[src/rtl/calc_pkg.sv]
// Shared command/response codes and port state encoding for the calc port scheduler.
package calc_pkg;

    localparam int CMD_NOP = 0;
    localparam int CMD_ADD = 1;
    localparam int CMD_SUB = 2;
    localparam int CMD_SHL = 5;
    localparam int CMD_SHR = 6;

    localparam logic [1:0] RESP_NONE    = 2'd0;
    localparam logic [1:0] RESP_OK      = 2'd1;
    localparam logic [1:0] RESP_ERR     = 2'd2;
    localparam logic [1:0] RESP_TIMEOUT = 2'd3;

    typedef enum logic [2:0] {
        PORT_IDLE,
        PORT_OP2,
        PORT_PEND,
        PORT_ISSUED,
        PORT_RESP
    } port_state_t;

    function automatic logic cmd_supported(int cmd);
        return (cmd == CMD_ADD) || (cmd == CMD_SUB) || (cmd == CMD_SHL) || (cmd == CMD_SHR);
    endfunction

endpackage

[src/rtl/calc_port_capture.sv]
// One requester port: two-cycle request capture, ALU hand-off and timeout.
// CALC_SCHED_CMD_CHECK_EN: unsupported commands are answered with an error without reaching the ALU.
module calc_port_capture
    import calc_pkg::*;
#(
    parameter int DATA_W         = 32,
    parameter int CMD_W          = 4,
    parameter int TIMEOUT_CYCLES = 64
) (
    input  logic              clk,
    input  logic              rst_n,
    input  logic [0:CMD_W-1]  cmd_i,
    input  logic [0:DATA_W-1] data_i,
    input  logic              grant_i,
    input  logic              done_i,
    input  logic [0:1]        alu_resp_i,
    input  logic [0:DATA_W-1] alu_data_i,
    output logic              pend_o,
    output logic [0:CMD_W-1]  cmd_o,
    output logic [0:DATA_W-1] op1_o,
    output logic [0:DATA_W-1] op2_o,
    output logic [0:1]        resp_o,
    output logic [0:DATA_W-1] data_o
);

    localparam int CNT_W = $clog2(TIMEOUT_CYCLES + 1);

    port_state_t       state_q, state_d;
    logic [0:CMD_W-1]  cmd_q, cmd_d;
    logic [0:DATA_W-1] op1_q, op1_d;
    logic [0:DATA_W-1] op2_q, op2_d;
    logic [0:1]        resp_q, resp_d;
    logic [0:DATA_W-1] data_q, data_d;
    logic [CNT_W-1:0]  cnt_q, cnt_d;
    logic              cmd_ok;

`ifdef CALC_SCHED_CMD_CHECK_EN
    assign cmd_ok = cmd_supported(int'(cmd_q));
`else
    assign cmd_ok = 1'b1;
`endif

    always_ff @(posedge clk or negedge rst_n) begin
        if (!rst_n) begin
            state_q <= PORT_IDLE;
            cmd_q   <= '0;
            op1_q   <= '0;
            op2_q   <= '0;
            resp_q  <= RESP_NONE;
            data_q  <= '0;
            cnt_q   <= '0;
        end else begin
            state_q <= state_d;
            cmd_q   <= cmd_d;
            op1_q   <= op1_d;
            op2_q   <= op2_d;
            resp_q  <= resp_d;
            data_q  <= data_d;
            cnt_q   <= cnt_d;
        end
    end

    always_comb begin
        state_d = state_q;
        cmd_d   = cmd_q;
        op1_d   = op1_q;
        op2_d   = op2_q;
        resp_d  = resp_q;
        data_d  = data_q;
        cnt_d   = cnt_q;
        case (state_q)
            PORT_IDLE: begin
                if (cmd_i != CMD_W'(CMD_NOP)) begin
                    cmd_d   = cmd_i;
                    op1_d   = data_i;
                    state_d = PORT_OP2;
                end
            end
            PORT_OP2: begin
                op2_d = data_i;
                if (cmd_ok) begin
                    state_d = PORT_PEND;
                end else begin
                    resp_d  = RESP_ERR;
                    data_d  = '0;
                    state_d = PORT_RESP;
                end
            end
            PORT_PEND: begin
                if (grant_i) begin
                    cnt_d   = '0;
                    state_d = PORT_ISSUED;
                end
            end
            PORT_ISSUED: begin
                // A result arriving on the expiry cycle still wins over the timeout.
                if (done_i) begin
                    resp_d  = alu_resp_i;
                    data_d  = alu_data_i;
                    state_d = PORT_RESP;
                end else if (cnt_q == CNT_W'(TIMEOUT_CYCLES - 1)) begin
                    resp_d  = RESP_TIMEOUT;
                    data_d  = '0;
                    state_d = PORT_RESP;
                end else begin
                    cnt_d = cnt_q + CNT_W'(1);
                end
            end
            PORT_RESP: state_d = PORT_IDLE;
            default:   state_d = PORT_IDLE;
        endcase
    end

    assign pend_o = (state_q == PORT_PEND);
    assign cmd_o  = cmd_q;
    assign op1_o  = op1_q;
    assign op2_o  = op2_q;
    assign resp_o = (state_q == PORT_RESP) ? resp_q : RESP_NONE;
    assign data_o = (state_q == PORT_RESP) ? data_q : '0;

endmodule

[src/rtl/calc_port_scheduler.sv]
// Shares one calc ALU between NUM_PORTS two-cycle requesters: round-robin issue, tag-routed results.
// Optional build macro: CALC_SCHED_CMD_CHECK_EN (reject unsupported commands inside the ports).
module calc_port_scheduler
    import calc_pkg::*;
#(
    parameter int NUM_PORTS      = 4,
    parameter int DATA_W         = 32,
    parameter int CMD_W          = 4,
    parameter int TIMEOUT_CYCLES = 64
) (
    input  logic                        c_clk,
    input  logic                        reset_n,
    input  logic [0:NUM_PORTS*CMD_W-1]  req_cmd_in,
    input  logic [0:NUM_PORTS*DATA_W-1] req_data_in,
    output logic [0:NUM_PORTS*DATA_W-1] out_data,
    output logic [0:NUM_PORTS*2-1]      out_resp,
    output logic                        alu_valid_out,
    input  logic                        alu_ready_in,
    output logic [0:CMD_W-1]            alu_cmd_out,
    output logic [0:DATA_W-1]           alu_op1_out,
    output logic [0:DATA_W-1]           alu_op2_out,
    output logic [0:1]                  alu_tag_out,
    input  logic                        alu_done_in,
    input  logic [0:1]                  alu_tag_in,
    input  logic [0:1]                  alu_resp_in,
    input  logic [0:DATA_W-1]           alu_data_in
);

    logic              pend_w [NUM_PORTS];
    logic [0:CMD_W-1]  cmd_w  [NUM_PORTS];
    logic [0:DATA_W-1] op1_w  [NUM_PORTS];
    logic [0:DATA_W-1] op2_w  [NUM_PORTS];
    logic [0:1]        resp_w [NUM_PORTS];
    logic [0:DATA_W-1] data_w [NUM_PORTS];

    logic              grant_valid;
    logic [1:0]        grant_idx;
    logic [1:0]        rr_q, rr_d;
    logic              valid_q, valid_d;
    logic [0:CMD_W-1]  cmd_q, cmd_d;
    logic [0:DATA_W-1] op1_q, op1_d;
    logic [0:DATA_W-1] op2_q, op2_d;
    logic [0:1]        tag_q, tag_d;

    generate
        for (genvar gi = 0; gi < NUM_PORTS; gi++) begin : g_port
            calc_port_capture #(
                .DATA_W         (DATA_W),
                .CMD_W          (CMD_W),
                .TIMEOUT_CYCLES (TIMEOUT_CYCLES)
            ) u_port (
                .clk        (c_clk),
                .rst_n      (reset_n),
                .cmd_i      (req_cmd_in[gi*CMD_W +: CMD_W]),
                .data_i     (req_data_in[gi*DATA_W +: DATA_W]),
                .grant_i    (grant_valid && (grant_idx == 2'(gi))),
                .done_i     (alu_done_in && (alu_tag_in == 2'(gi))),
                .alu_resp_i (alu_resp_in),
                .alu_data_i (alu_data_in),
                .pend_o     (pend_w[gi]),
                .cmd_o      (cmd_w[gi]),
                .op1_o      (op1_w[gi]),
                .op2_o      (op2_w[gi]),
                .resp_o     (resp_w[gi]),
                .data_o     (data_w[gi])
            );
            assign out_resp[gi*2 +: 2]      = resp_w[gi];
            assign out_data[gi*DATA_W +: DATA_W] = data_w[gi];
        end
    endgenerate

    // Scan downwards so the pending port closest to rr_q is the last (winning) assignment.
    always_comb begin
        grant_valid = 1'b0;
        grant_idx   = '0;
        for (int k = NUM_PORTS - 1; k >= 0; k--) begin
            if (pend_w[(int'(rr_q) + k) % NUM_PORTS]) begin
                grant_valid = 1'b1;
                grant_idx   = 2'((int'(rr_q) + k) % NUM_PORTS);
            end
        end
        grant_valid = grant_valid && alu_ready_in;

        rr_d    = rr_q;
        valid_d = grant_valid;
        cmd_d   = '0;
        op1_d   = '0;
        op2_d   = '0;
        tag_d   = '0;
        if (grant_valid) begin
            rr_d  = 2'((int'(grant_idx) + 1) % NUM_PORTS);
            cmd_d = cmd_w[grant_idx];
            op1_d = op1_w[grant_idx];
            op2_d = op2_w[grant_idx];
            tag_d = grant_idx;
        end
    end

    always_ff @(posedge c_clk or negedge reset_n) begin
        if (!reset_n) begin
            rr_q    <= '0;
            valid_q <= 1'b0;
            cmd_q   <= '0;
            op1_q   <= '0;
            op2_q   <= '0;
            tag_q   <= '0;
        end else begin
            rr_q    <= rr_d;
            valid_q <= valid_d;
            cmd_q   <= cmd_d;
            op1_q   <= op1_d;
            op2_q   <= op2_d;
            tag_q   <= tag_d;
        end
    end

    assign alu_valid_out = valid_q;
    assign alu_cmd_out   = cmd_q;
    assign alu_op1_out   = op1_q;
    assign alu_op2_out   = op2_q;
    assign alu_tag_out   = tag_q;

endmodule

[config.mk]
export PLATFORM = sky130hd
export DESIGN_NAME = calc_port_scheduler
export DESIGN_NICKNAME = d
export VERILOG_FILES = /design/src/rtl/calc_pkg.sv /design/src/rtl/calc_port_capture.sv /design/src/rtl/calc_port_scheduler.sv
export SDC_FILE = /design/constraint.sdc
export NUM_CORES = 1
export LEC_CHECK = 0
export BUFFER_PORTS_ARGS = -buffer_cell sky130_fd_sc_hd__clkbuf_2
export CAP_MARGIN = 10
export CORE_MARGIN = 2
export CORE_UTILIZATION = 45
export CTS_CLUSTER_SIZE = 14
export DETAILED_ROUTE_END_ITERATION = 16
export GPL_TIMING_DRIVEN = 1
export PLACE_DENSITY = 0.65
export SYNTH_ARGS = -nofsm -noshare
export SYNTH_HDL_FRONTEND = slang
export SYNTH_HIERARCHICAL = 1
export SYNTH_SLANG_ARGS = --single-unit
export TNS_END_PERCENT = 5
[constraint.sdc]
create_clock -name c_clk -period 3.29 [get_ports c_clk]
set_input_delay 0.1645 -clock c_clk [delete_from_list [all_inputs] [get_ports c_clk]]
set_output_delay 0.1645 -clock c_clk [all_outputs]
set_load 0.02 [all_outputs]
* Word-level counts from Yosys, hierarchy flattened
Cells that the tools add are included. W data, S select, Z words.
Word-level totals: flip-flop bits (word level) 521, output and inout port bits 207
Operators by class: $add $sub $neg 8, $lt $le $gt $ge 5, equality and inequality tests 46, mux-type cells 93, bitwise logic cells 8, reductions and logical operators 46
Operators by type and width (count):
- $mux W32 | 18
- $bmux W32 S2 | 2
- $ge A32 B3 Y1 const B | 4
- $not A32 Y32 | 3
- $mux W7 | 12
- $pmux W7 S2 | 4
- $mux W3 | 16
- $pmux W3 S4 | 4
- $mux W2 | 17
- $not A2 Y32 | 1
- $add A7 B1 Y7 const B | 4
- $eq A7 B6 Y1 const B | 4
- $eq A3 B2 Y1 const B | 8
- $ne A2 B1 Y1 const B | 8
- $ne A2 B2 Y1 const B | 8
- $reduce_and A2 Y1 | 8
- $reduce_and A4 Y1 | 4
- $reduce_bool A2 Y1 | 8
- $reduce_bool A4 Y1 | 4
- $eq A3 B1 Y1 const B | 4
- $eq A3 B3 Y1 const B | 4
- $logic_not A3 Y1 | 4
- $mux W1 | 12
- $mux W4 | 3
- 14 further kinds | 42

* Logic depth before layout (Yosys ltp)
Gate-level depths: netlist of the first run.
depth in word-level cells 16, mapped depth 15

* Hierarchy
The synthesis of the first run kept the hierarchy.
By module, submodules not included:
- calc_port_capture | times used 4, cells each 323, area each 4576.9 µm², seq. area each 2802.7 µm²
- calc_port_scheduler | times used 1, cells each 343, area each 4028.9 µm², seq. area each 1826.8 µm²

* Least setup slack after synthesis of the first run
OpenSTA, ideal clock, no wires.
path kind register -> register, from register g_port[3].u_port.state_q[2], to register g_port[3].u_port.cnt_q[0], arrival time 2.527 ns, required time 3.162 ns, slack 0.635 ns, stages on the path, launching flop included 15, buffers on the path 2, clock period less this slack 2.655 ns, cell sequence dfrtp_1 nand2b_2 nor2_1 nor2_1 a221oi_1 nand3_1 buf_4 buf_2 inv_1 ha_1 and2_1 nand2b_1 a21o_1 a21oi_1 mux2i_1
RTL lines:
- start: declaration | RTL line calc_port_capture.sv:28 | port_state_t state_q, state_d;
- start signal: assignment | RTL line calc_port_capture.sv:53 | state_q <= state_d;
- end signal: assignment | RTL line calc_port_capture.sv:59 | cnt_q <= cnt_d;
- end: declaration | RTL line calc_port_capture.sv:34 | logic [CNT_W-1:0] cnt_q, cnt_d;

==> results by group, run 1 <==
Status
  • Outcome: finished clean

Logic synthesis
  • Count of cell types in the netlist: 46
  • Syn avg cell area: 13.7 um2
  • Seq cells post-synth: approximately 520
  • Post-synthesis sequential area ratio: 58.4%
  • Syn Inst Count: 1635
  • Synth Net Count: 1827
  • Share of flip-flops with an asynchronous set or reset: 100%
  • Yosys warning total: 6
  • Number of flops mapped to enable cells by yosys: 0
  • Post-synthesis cell area: between 20000 and 25000 um2
  • Ys flop type: dfrtp_1

Die
  • Die Wd: 227 um
  • Initial Utilization: between 40% and 50%
  • Ports: 391
  • Total core area: 49000 um2
  • Row count: 81
  • Die height: approximately 230 um
  • Full die area: 51400 um2

Power and ir drop
  • Maximum VDD drop: roughly 1.2 mV
  • Clock power share: approximately 23%
  • Sequential Power Share: 39.6%
  • Switch Pwr: 9.48 mW
  • Combinational share of power: 37.8%
  • Internal power: 18.3 mW
  • Lkg Pwr: between 10 and 15 nW
  • Power Density: 973 nW/um2
  • Pwr Total: 27.8 mW
  • Net Sw Frac: 34.1%

Final layout
  • Share of cells above drive strength 1: 35.1%
  • Multi-input logic area: approximately 8600 um2
  • Fillers: around 4000
  • Final Instance Area: ~29000 um2
  • NumNets Final: 2387
  • Area Overhead vs Synth: 27.9%
  • Non-filler cells, final: 2911
  • Final core occ: 58.4%
  • Register area: 13000 um2

Route
  • DR vias: 15575
  • DR WL/cell: around 21 um
  • Post-route DRC: 0
  • Total wire length: 62.3 mm
  • Initial DRC count: 897
  • Router iterations before antenna repair: 5
  • Detail Route Antenna Nets: 0
  • Vias/cell: 5.35

Clock network
  • Clock sinks: 521
  • # resized after CTS: 0
  • Clock slew at reported path FFs: roughly 0.060 ns
  • Worst skew pair latency: 0.62 ns
  • Max Root-Sink Buffers: 3
  • Root Buffer: clkbuf_16
  • CTS buffer count: 55
  • H-tree Lvls: 2
  • CTS tree: done

GRT
  • First-pass GRT wire length: about 96 mm
  • Vias in the first global route: 16208
  • GRT Util Overall: ~24%
  • Largest net degree at the start of global routing: 110
  • Remaining Overflow, GRT: 0
  • Initial antenna violation count: 15

STA
  • TNS Setup: 0 ns
  • # setup viols final: 0
  • Tmin final: 2.77 ns
  • RSZ-0062 raised after global routing: false
  • Skew final: 0.0324 ns
  • Slew @ Worst Pin: 0.976 ns
  • Final hold violations: 0
  • Worst hold slack: 0.0732 ns
  • FMAX: 360 MHz
  • Final slew viol count: 0
  • Max-slew headroom: 34.9%
  • Final setup margin: 0.516 ns
  • Final period util: 84.3%

Worst setup path
  • Startpoint types: register
  • Critical path class: register to register
  • Worst Setup End Kind: register
  • CP Max Fanout: 8
  • Critical Path RT: 3.76 ns
  • Crit path DAT: 3.25 ns

Min path
  • Worst Hold Class: input pin to register

Placement
  • Pre-CTS setup slack: 0.569 ns
  • Cell Area, Placed: 24900 um2
  • Cell total after placement: 2622
  • HPWL Detailed: between 30 and 40 mm
  • Routability cong.: between 0.7 and 0.8
  • Number of port buffers: 390

Flow run
  • Max-cap check violation count: 0
## worst max-delay path, stage by stage, from the launching register on
cell      delay (ns)
dfrtp_1         0.32
buf_4           0.18
nand2b_2        0.11
nor2_1          0.31
o21bai_1        0.14
a221oi_2        0.47
inv_2           0.10
ha_1            0.21
and2_1          0.16
nand2b_1        0.07
a21o_1          0.28
nor2b_1         0.08
o22a_1          0.20
## placed cells by master, fill, tap and decap left out, types with 6 or more instances in the layout
master,n
dfrtp_1,521
clkbuf_2,389
mux2_2,240
dlygate4sd3_1,180
and2_1,149
mux2i_1,144
a22o_1,140
o22ai_1,68
clkbuf_16,56
nand2_1,31
buf_4,30
mux2_1,20
inv_1,19
o22a_1,16
a31oi_1,16
nor2_1,15
clkbuf_1,15
a21oi_1,13
and3_1,13
clkbuf_8,11
diode_2,10
nand2b_1,9
buf_12,9
ha_1,8
clkinv_2,8
nor3_4,8
a21o_1,8
nand3b_1,8
o211ai_1,8
nor2b_1,6
## final cells by class
| class | instances | share of cell area [%] |
|---|---|---|
| Sequential cell | 521 | 45.6 |
| Antenna cell | 10 | 0.0876 |
| Tap cell | 664 | 2.91 |
| Multi-Input combinational cell | 988 | 30.1 |
| Clock inverter | 17 | 0.806 |
| Inverter | 20 | 0.263 |
| Clock buffer | 82 | 5.63 |
| Timing Repair Buffer | 609 | 14.6 |
## state kept, by name, indices dropped and copies added, names as in the netlist
name,count
alu_op2_out,32
alu_op1_out,32
g_port.u_port/op1_o,128
alu_tag_out,2
g_port.u_port/state_q,12
alu_valid_out,1
alu_cmd_out,4
rr_q,2
g_port.u_port/cmd_o,16
g_port.u_port/cnt_q,28
g_port.u_port/op2_o,128
g_port.u_port/data_q,128
g_port.u_port/resp_q,8
## cell families (layout without fill, tap and decap cells)
kind of cell	after synthesis	after routing	share of synthesized area, %
DFF	521	521	58.4
muxes	404	404	19.6
AOI/OAI and AO/OA	295	295	10.2
and+or+nand+nor	281	281	8.03
buffers and inverters	126	728	3.39
adders and majority gates	8	8	0.448
other	0	10	0
## synthesized netlist by cell type, drive strengths merged, types with 4 or more instances
cell	number	area, um2
nand3b	8	60.1
nor2	19	101
nor2b	6	37.5
nor3	12	125
o31ai	4	30.0
and2	149	932
nand2b	13	91.3
or4	4	45.0
buf	89	619
mux2i	144	1440
mux2	260	2930
o21a	5	37.5
nand2	37	174
a22o	140	1230
o21ai	5	25.0
and3b	5	43.8
nand3	6	30.0
a21o	8	60.1
a32oi	4	35.0
a31oi	16	100
ha	8	100
dfrtp	521	13000
nor3b	5	37.5
o211ai	8	60.1
clkbuf	17	63.8
nor4b	4	35.0
o22ai	68	425
a21oi	13	65.1
o21bai	5	37.5
inv	20	75.1
and3	13	81.3
o22a	16	140
## power by group through the flow
stage          sequential [mW]  clock, mW  combinational (mW)
6_report                  11.0       6.27                10.5
5_1_grt                   11.4       6.72                11.4
4_1_cts                   11.0       6.43                10.6
3_5_place_dp              11.1          0                10.4
3_3_place_gp              11.0          0                10.1
2_1_floorplan             10.9          0                7.78
## path summary, 6_finish.rpt
| kind | startpoint | endpoint | slack [ns] | cells after the start |
|---|---|---|---|---|
| setup / recovery | g_port[3].u_port/state_q[1] | g_port[0].u_port/cnt_q[3] | 0.52 | 12 |
| hold / removal | alu_tag_in[1] | g_port[0].u_port/resp_q[0] | 0.07 | 4 |
| setup reg to reg | g_port[3].u_port/state_q[1] | g_port[0].u_port/cnt_q[3] | 0.52 | 12 |
| hold reg to reg | g_port[2].u_port/resp_q[1] | g_port[2].u_port/resp_q[1] | 0.48 | 1 |
| max in group asynchronous | reset_n | g_port[1].u_port/op1_o[5] | 2.10 | 3 |
| min in group asynchronous | reset_n | g_port[2].u_port/data_q[2] | 0.22 | 2 |
## routing by layer
metal / vias up / GRT usage, % / share of wire, %
met3: 102 / 6.60 / 7.6
met1: 7877 / 31.5 / 42
met2: 489 / 39.6 / 48
met4: 10 / 7.68 / 2.7
li1: 7097 / - / -
met5: - / 0 / 0.10
## timing repair
action / in CTS / in global routing
buffers inserted: 0 / 0
setup endpoints to repair: 0 / 0
hold endpoints to repair: 507 / 0
hold buffers: 180 / 0
(Power assumes the default switching activity.)
==> run 2: changes to the inputs <==
- PLACE_DENSITY: 0.65 -> 0.68
- clock period: 3.29 -> 2.3 ns (I/O delays scaled with it)
==> run 2 against run 1 <==
Net effect: the flow now finishes with violations (setup timing); critical path depth decreased by 1; combinational power grew 59%; maximum frequency rose by 19%; worst setup slack worse by 0.54 ns; first-iteration DRC count down 1.8%; clock-buffer cell count decreased by 5; clock power rose by 44%; critical endpoint is now alu_op2_out[7]; largest cell class unchanged; largest power group is now combinational cells.
==> results by group, run 2 (synthesis results as in run 1) <==
Status
  • Outcome: complete, but fails checks
  • Failing checks: setup timing

Final layout
  • Most frequent cells in the layout: dfrtp_1, clkbuf_2, mux2_2, dlygate4sd3_1, and2_1
  • NumNets Final: 2431 (+1.8%)
  • Multi-input logic area: 8810 um2 (+2.5%)
  • Non-filler cells, final: 2958 (+1.6%)
  • Fillers: 3820 (-4.2%)
  • Final core occ: 59.9% (+1.6 points)
  • Area Overhead vs Synth: 31.4%
  • Share of cells above drive strength 1: 38.1% (+2.9 points)
  • Commonest non-fill, non-tap cell in the layout: dfrtp_1
  • Register area: 13000 um2 (about the same)

STA
  • Skew final: 0.0320 ns (-0.000405 ns)
  • Final slew viol count: 0 (unchanged)
  • Max-slew headroom: 62.6% (+28 points)
  • Worst hold slack: 0.0677 ns (-0.00550 ns)
  • # setup viols final: 3 (+3)
  • Final period util: 101% (+17 points)
  • FMAX: 430 MHz (+19%)
  • Final hold violations: 0 (unchanged)
  • RSZ-0062 raised after global routing: true
  • Slew @ Worst Pin: 0.561 ns (-0.415 ns)
  • Tmin final: 2.32 ns (-0.451 ns)
  • Final setup margin: -0.0230 ns (-0.539 ns)

Clock network
  • Worst skew pair latency: 0.63 ns (about the same)
  • Root Buffer: clkbuf_16
  • H-tree Lvls: 2 (unchanged)
  • Max Root-Sink Buffers: 3 (unchanged)
  • CTS buffer count: 54 (-1.8%)
  • Clock sinks: 521 (unchanged)
  • Clock slew at reported path FFs: 0.06 ns (about the same)
  • CTS tree: done

Route
  • Total wire length: 62.2 mm (-0.21%)
  • Vias/cell: 5.48 (+2.4%)
  • Post-route DRC: 0 (unchanged)
  • Router iterations before antenna repair: 5 (unchanged)
  • Initial DRC count: 881 (-1.8%)
  • DR vias: 16206 (+4.1%)
  • DR WL/cell: 21.0 um (-1.8%)
  • Detail Route Antenna Nets: 0 (unchanged)

Worst setup path
  • Worst Setup End Kind: register
  • Critical path class: register to register
  • Crit path DAT: 2.80 ns (-0.45 ns)
  • Startpoint types: register
  • CP Max Fanout: 38 (+30)
  • Slowest-stage cell, CP: dfrtp_1
  • CP max stage delay: 0.41 ns (-0.06 ns)
  • Worst R2R Setup Slack: -0.02 ns (-0.54 ns)
  • Crit path cell chain: nand2b_4, nor2_4, buf_4, nor2b_1, nand3_1, nand3_4, buf_4, buf_4, buf_16, mux2i_2, o22ai_1
  • Buf+Inv Stages, Crit Path: 4 (+2)
  • CP most frequent cell: buf_4
  • Kind of cell adding the most delay to the critical path: simple AND/OR/NAND/NOR gates
  • Critical Path RT: 2.78 ns (-0.98 ns)

Die
  • Row count: 81 (unchanged)
  • Die Wd: 227 um (unchanged)
  • Initial Utilization: 45.6% (unchanged)
  • Full die area: 51400 um2 (unchanged)
  • Ports: 391 (unchanged)
  • Die height: 227 um (unchanged)
  • Total core area: 49000 um2 (unchanged)

Power and ir drop
  • Maximum VDD drop: 1.24 mV (+0.25%)
  • Lkg Pwr: 14.3 nW (+2.3%)
  • Power Density: 1410 nW/um2 (+45%)

Placement
  • Pre-CTS setup slack: -0.191 ns (-0.760 ns)
  • Cell total after placement: 2660 (+1.4%)
  • Number of port buffers: 390 (unchanged)
  • HPWL Detailed: 41.1 mm (+4.1%)
  • Routability cong.: 0.799 (+0.59%)

GRT
  • First-pass GRT wire length: 95.8 mm (about the same)
  • Remaining Overflow, GRT: 0 (unchanged)
  • GRT Util Overall: 24.1% (-0.22 points)
  • Vias in the first global route: 17001 (+4.9%)
  • Initial antenna violation count: 22 (+7)
  • Largest net degree at the start of global routing: 78 (-29%)

Min path
  • Worst Hold Class: input pin to asynchronous set/reset pin

Flow run
  • Max-cap check violation count: 0 (unchanged)
[run 2: cell count changes in the layout (fill, tap and decap cells not counted), moves of 5 or more]
| cell | before | now |
|---|---|---|
| buf_4 | 30 | 54 |
| mux2i_2 | 0 | 5 |
| mux2i_1 | 144 | 139 |
| buf_6 | 0 | 8 |
| buf_12 | 9 | 21 |
| nor2_1 | 15 | 10 |
[run 2: final cells by class]
class / instances / share of cell area (%)
Sequential cell: 521 / 44.4
Multi-Input combinational cell: 988 / 30.0
Timing Repair Buffer: 654 / 16.1
Clock buffer: 77 / 5.31
Tap cell: 664 / 2.83
Clock inverter: 21 / 0.959
Inverter: 20 / 0.264
Antenna cell: 13 / 0.111
[run 2: per-layer routing]
layer	routed length, um	vias up	GRT usage, %
met5	103	-	0
met4	1690	18	8.26
met3	4000	134	5.20
met2	30200	564	39.9
met1	26200	8300	31.4
li1	-	7190	-
[run 2: power breakdown]
| part | internal (mW) | switching [mW] | leakage [nW] |
|---|---|---|---|
| logic | 8.56 | 8.13 | 6.98 |
| registers | 13.5 | 2.27 | 6.41 |
| clock network | 5.30 | 3.74 | 0.910 |
[run 2: final timing paths]
check / start / end / cells after the start
worst max-delay path: g_port[3].u_port/state_q[1] / alu_op2_out[7] / 11
worst min-delay path: reset_n / g_port[1].u_port/data_q[10] / 2
worst max register to register: g_port[3].u_port/state_q[1] / alu_op2_out[7] / 11
worst min register to register: g_port[2].u_port/cnt_q[6] / g_port[2].u_port/cnt_q[6] / 1
max in group asynchronous: reset_n / alu_cmd_out[1] / 3
min in group c_clk: alu_tag_in[1] / g_port[0].u_port/resp_q[1] / 5
[run 2: per-stage QoR]
stage	instance area, um2	total power, mW	TNS, ns
floorplan	22400	27.0	-0.439
global placement	25400	30.9	-0.370
detailed placement	25400	31.5	-3.07
CTS	29100	41.1	0
global route	29300	43.9	-2.92
finish	29300	41.5	-0.0287
[run 2: what timing repair did]
action / 4_1_cts / 5_1_grt
setup buffers: 1 / 7
pin swaps: 2 / 9
hold endpoints to repair: 847 / 0
endpoints found under the setup margin: 43 / 93
hold buffers: 179 / 0
gates resized for setup: 5 / 42
==> run 3: changes to the inputs <==
- CORE_UTILIZATION: 45 -> 50
- PLACE_DENSITY: 0.68 -> 0.74
- TNS_END_PERCENT: 5 -> not set
==> run 3 against run 2 <==
Net effect: sequential share of layout area grew 0.24 points; largest cell class unchanged; cell count down 2.8%; utilization increased by 6.2 points; the run now ends clean; design area is 0.54% lower; sequential power is essentially flat; largest power group unchanged; via count increased by 1.1%; clock-buffer cell count grew 4; first-iteration DRC count rose by 50%; non-clock buffer count decreased by 7; combinational power is essentially flat; clock power shrank 0.9%.
==> results by group, run 3 (synthesis results as in run 1) <==
Worst setup path
  • Reg2reg path depth: 11 (unchanged)
  • Worst Setup End Kind: register
  • Crit path DAT: 2.72 ns (-0.08 ns)
  • Worst r2r dst: g_port[3].u_port/cnt_q[0]
  • Startpoint types: register
  • Critical Path RT: 2.77 ns (about the same)
  • Worst R2R Setup Slack: 0.05 ns (+0.08 ns)
  • CP Max Fanout: 8 (-79%)
  • R2R Path Start: g_port[3].u_port/state_q[2]
  • Critical path class: register to register

STA
  • Final period util: 97.6% (-3.4 points)
  • Slew @ Worst Pin: 0.701 ns (+0.140 ns)
  • FMAX: 445 MHz (+3.5%)
  • Max-slew headroom: 53.3% (-9.3 points)
  • Tmin final: 2.25 ns (-0.0777 ns)
  • Final setup margin: 0.0547 ns (+0.0777 ns)
  • Skew final: 0.0183 ns (-0.0136 ns)
  • Final hold violations: 0 (unchanged)
  • # setup viols final: 0 (-3)
  • RSZ-0062 raised after global routing: true
  • Final slew viol count: 0 (unchanged)
  • Worst hold slack: 0.108 ns (+0.0405 ns)
  • TNS Setup: 0 ns (+0.0287 ns)

Placement
  • Number of port buffers: 390 (unchanged)
  • Pre-CTS setup slack: -0.146 ns (+0.0453 ns)
  • Cell total after placement: 2582 (-2.9%)
  • HPWL Detailed: 39.7 mm (-3.3%)
  • Routability cong.: 0.853 (+6.8%)
  • Cell Area, Placed: 25300 um2 (-0.36%)

Die
  • Total core area: 44100 um2 (-9.9%)
  • Full die area: 46400 um2 (-9.8%)
  • Die Wd: 215 um (-5.0%)
  • Die height: 215 um (-5.0%)
  • Row count: 77 (-4.9%)
  • Ports: 391 (unchanged)
  • Initial Utilization: 50.6% (+5.0 points)

Route
  • Vias/cell: 5.70 (+4.0%)
  • DR vias: 16384 (+1.1%)
  • Detail Route Antenna Nets: 0 (unchanged)
  • Router iterations before antenna repair: 5 (unchanged)
  • DR WL/cell: 22.1 um (+5.3%)
  • Total wire length: 63.6 mm (+2.3%)
  • Initial DRC count: 1325 (+50%)
  • Post-route DRC: 0 (unchanged)

Min path
  • Min-delay src: alu_ready_in
  • Hold EP: rr_q[0]
  • Hold path cells: 3
  • Worst Hold Class: input pin to register

Clock network
  • Max Root-Sink Buffers: 3 (unchanged)
  • Clock slew at reported path FFs: 0.06 ns (about the same)
  • Root Buffer: clkbuf_16
  • CTS buffer count: 54 (unchanged)
  • Clock sinks: 521 (unchanged)
  • Worst skew pair latency: 0.61 ns (-0.02 ns)
  • CTS tree: done
  • H-tree Lvls: 2 (unchanged)

Final layout
  • Non-filler cells, final: 2875 (-2.8%)
  • Commonest non-fill, non-tap cell in the layout: dfrtp_1
  • Final Instance Area: 29200 um2 (-0.54%)
  • Area Overhead vs Synth: 30.7%
  • Share of cells above drive strength 1: 37.5% (-0.56 points)
  • Most frequent cells in the layout: dfrtp_1, clkbuf_2, mux2_2, dlygate4sd3_1
  • NumNets Final: 2424 (-0.29%)

Power and ir drop
  • Lkg Pwr: 14.3 nW (-0.13%)
  • Maximum VDD drop: 1.00 mV (-19%)
  • Power Density: 1430 nW/um2 (+0.75%)

GRT
  • Vias in the first global route: 17439 (+2.6%)
  • First-pass GRT wire length: 99.2 mm (+3.6%)
  • Remaining Overflow, GRT: 0 (unchanged)
  • Largest net degree at the start of global routing: 77 (-1.3%)
  • Initial antenna violation count: 12 (-45%)
  • GRT Util Overall: 27.2% (+3.1 points)

Status
  • Outcome: finished clean

Flow run
  • Max-cap check violation count: 0 (unchanged)
run 3: cell count changes in the layout (fill, tap and decap cells not counted), sizes merged, moves of 2 or more:
| cell | before | now |
|---|---|---|
| clkinvlp | 1 | 3 |
| buf | 86 | 76 |
| inv | 24 | 21 |
| diode | 13 | 8 |
| clkbuf | 466 | 473 |
run 3: report_power, final:
group	switching, mW	total (mW)	internal, mW
registers	2.31	15.8	13.5
clock network	3.69	8.96	5.27
logic	8.36	16.8	8.44
run 3: worst max-delay path by stage:
stage | startpoint | to | slack, ns | cells after the start
4_1_cts | g_port[2].u_port/state_q[2] | g_port[1].u_port/cnt_q[3] | -0.005 | 11
6_report | g_port[3].u_port/state_q[2] | g_port[3].u_port/cnt_q[0] | 0.05 | 11
3_5_place_dp | g_port[2].u_port/state_q[2] | g_port[2].u_port/cnt_q[1] | -0.15 | 12
2_1_floorplan | g_port[3].u_port/state_q[2] | g_port[0].u_port/cnt_q[3] | -0.04 | 13
3_3_place_gp | g_port[2].u_port/state_q[2] | g_port[2].u_port/cnt_q[4] | -0.03 | 12
5_1_grt | g_port[2].u_port/state_q[2] | g_port[3].u_port/cnt_q[0] | -0.05 | 12
run 3: layout make-up:
cell class              instances  area, um2
repair buffers                647       4710
clock buffers                  81       1600
fillers                      3174      14900
clock inverters                18        228
flip-flops and latches        521      13000
well taps                     592        741
multi-input cells             988       8770
inverters                      20       75.1
diodes                          8       20.0
run 3: per-layer routing:
layer | GRT usage [%] | vias up | part of all wire, % | routed length [um]
met2 | 44.7 | 688 | 48 | 30700
li1 | - | 7159 | - | -
met1 | 35.2 | 8397 | 41 | 26200
met3 | 6.17 | 130 | 7.2 | 4590
met5 | 0 | - | 0.083 | 53
met4 | 10.4 | 10 | 3.2 | 2040
run 3: worst max-delay path, cell delays in order (launching register included):
cell and delay [ns]:
dfrtp_2 0.40, nand2b_4 0.15, nor2_4 0.14, o21bai_2 0.09, a221oi_4 0.36, buf_4 0.17, ha_1 0.15, and2_4 0.14
nand2b_1 0.07, a21o_4 0.24, a21oi_2 0.13, mux2i_1 0.08
run 3: metrics by stage:
stage,util (%),power (mW)
2_1_floorplan,-,27.0
3_3_place_gp,57.4,30.8
3_5_place_dp,57.4,31.4
4_1_cts,65.7,40.9
5_1_grt,66.1,43.7
6_report,66.1,41.6
run 3: timing repair:
item	CTS	global route
pin swaps	1	3
endpoints found under the setup margin	81	125
gates cloned	0	2
hold buffers	179	0
buffers inserted	2	3
hold endpoints to repair	469	0
resized for setup	7	24
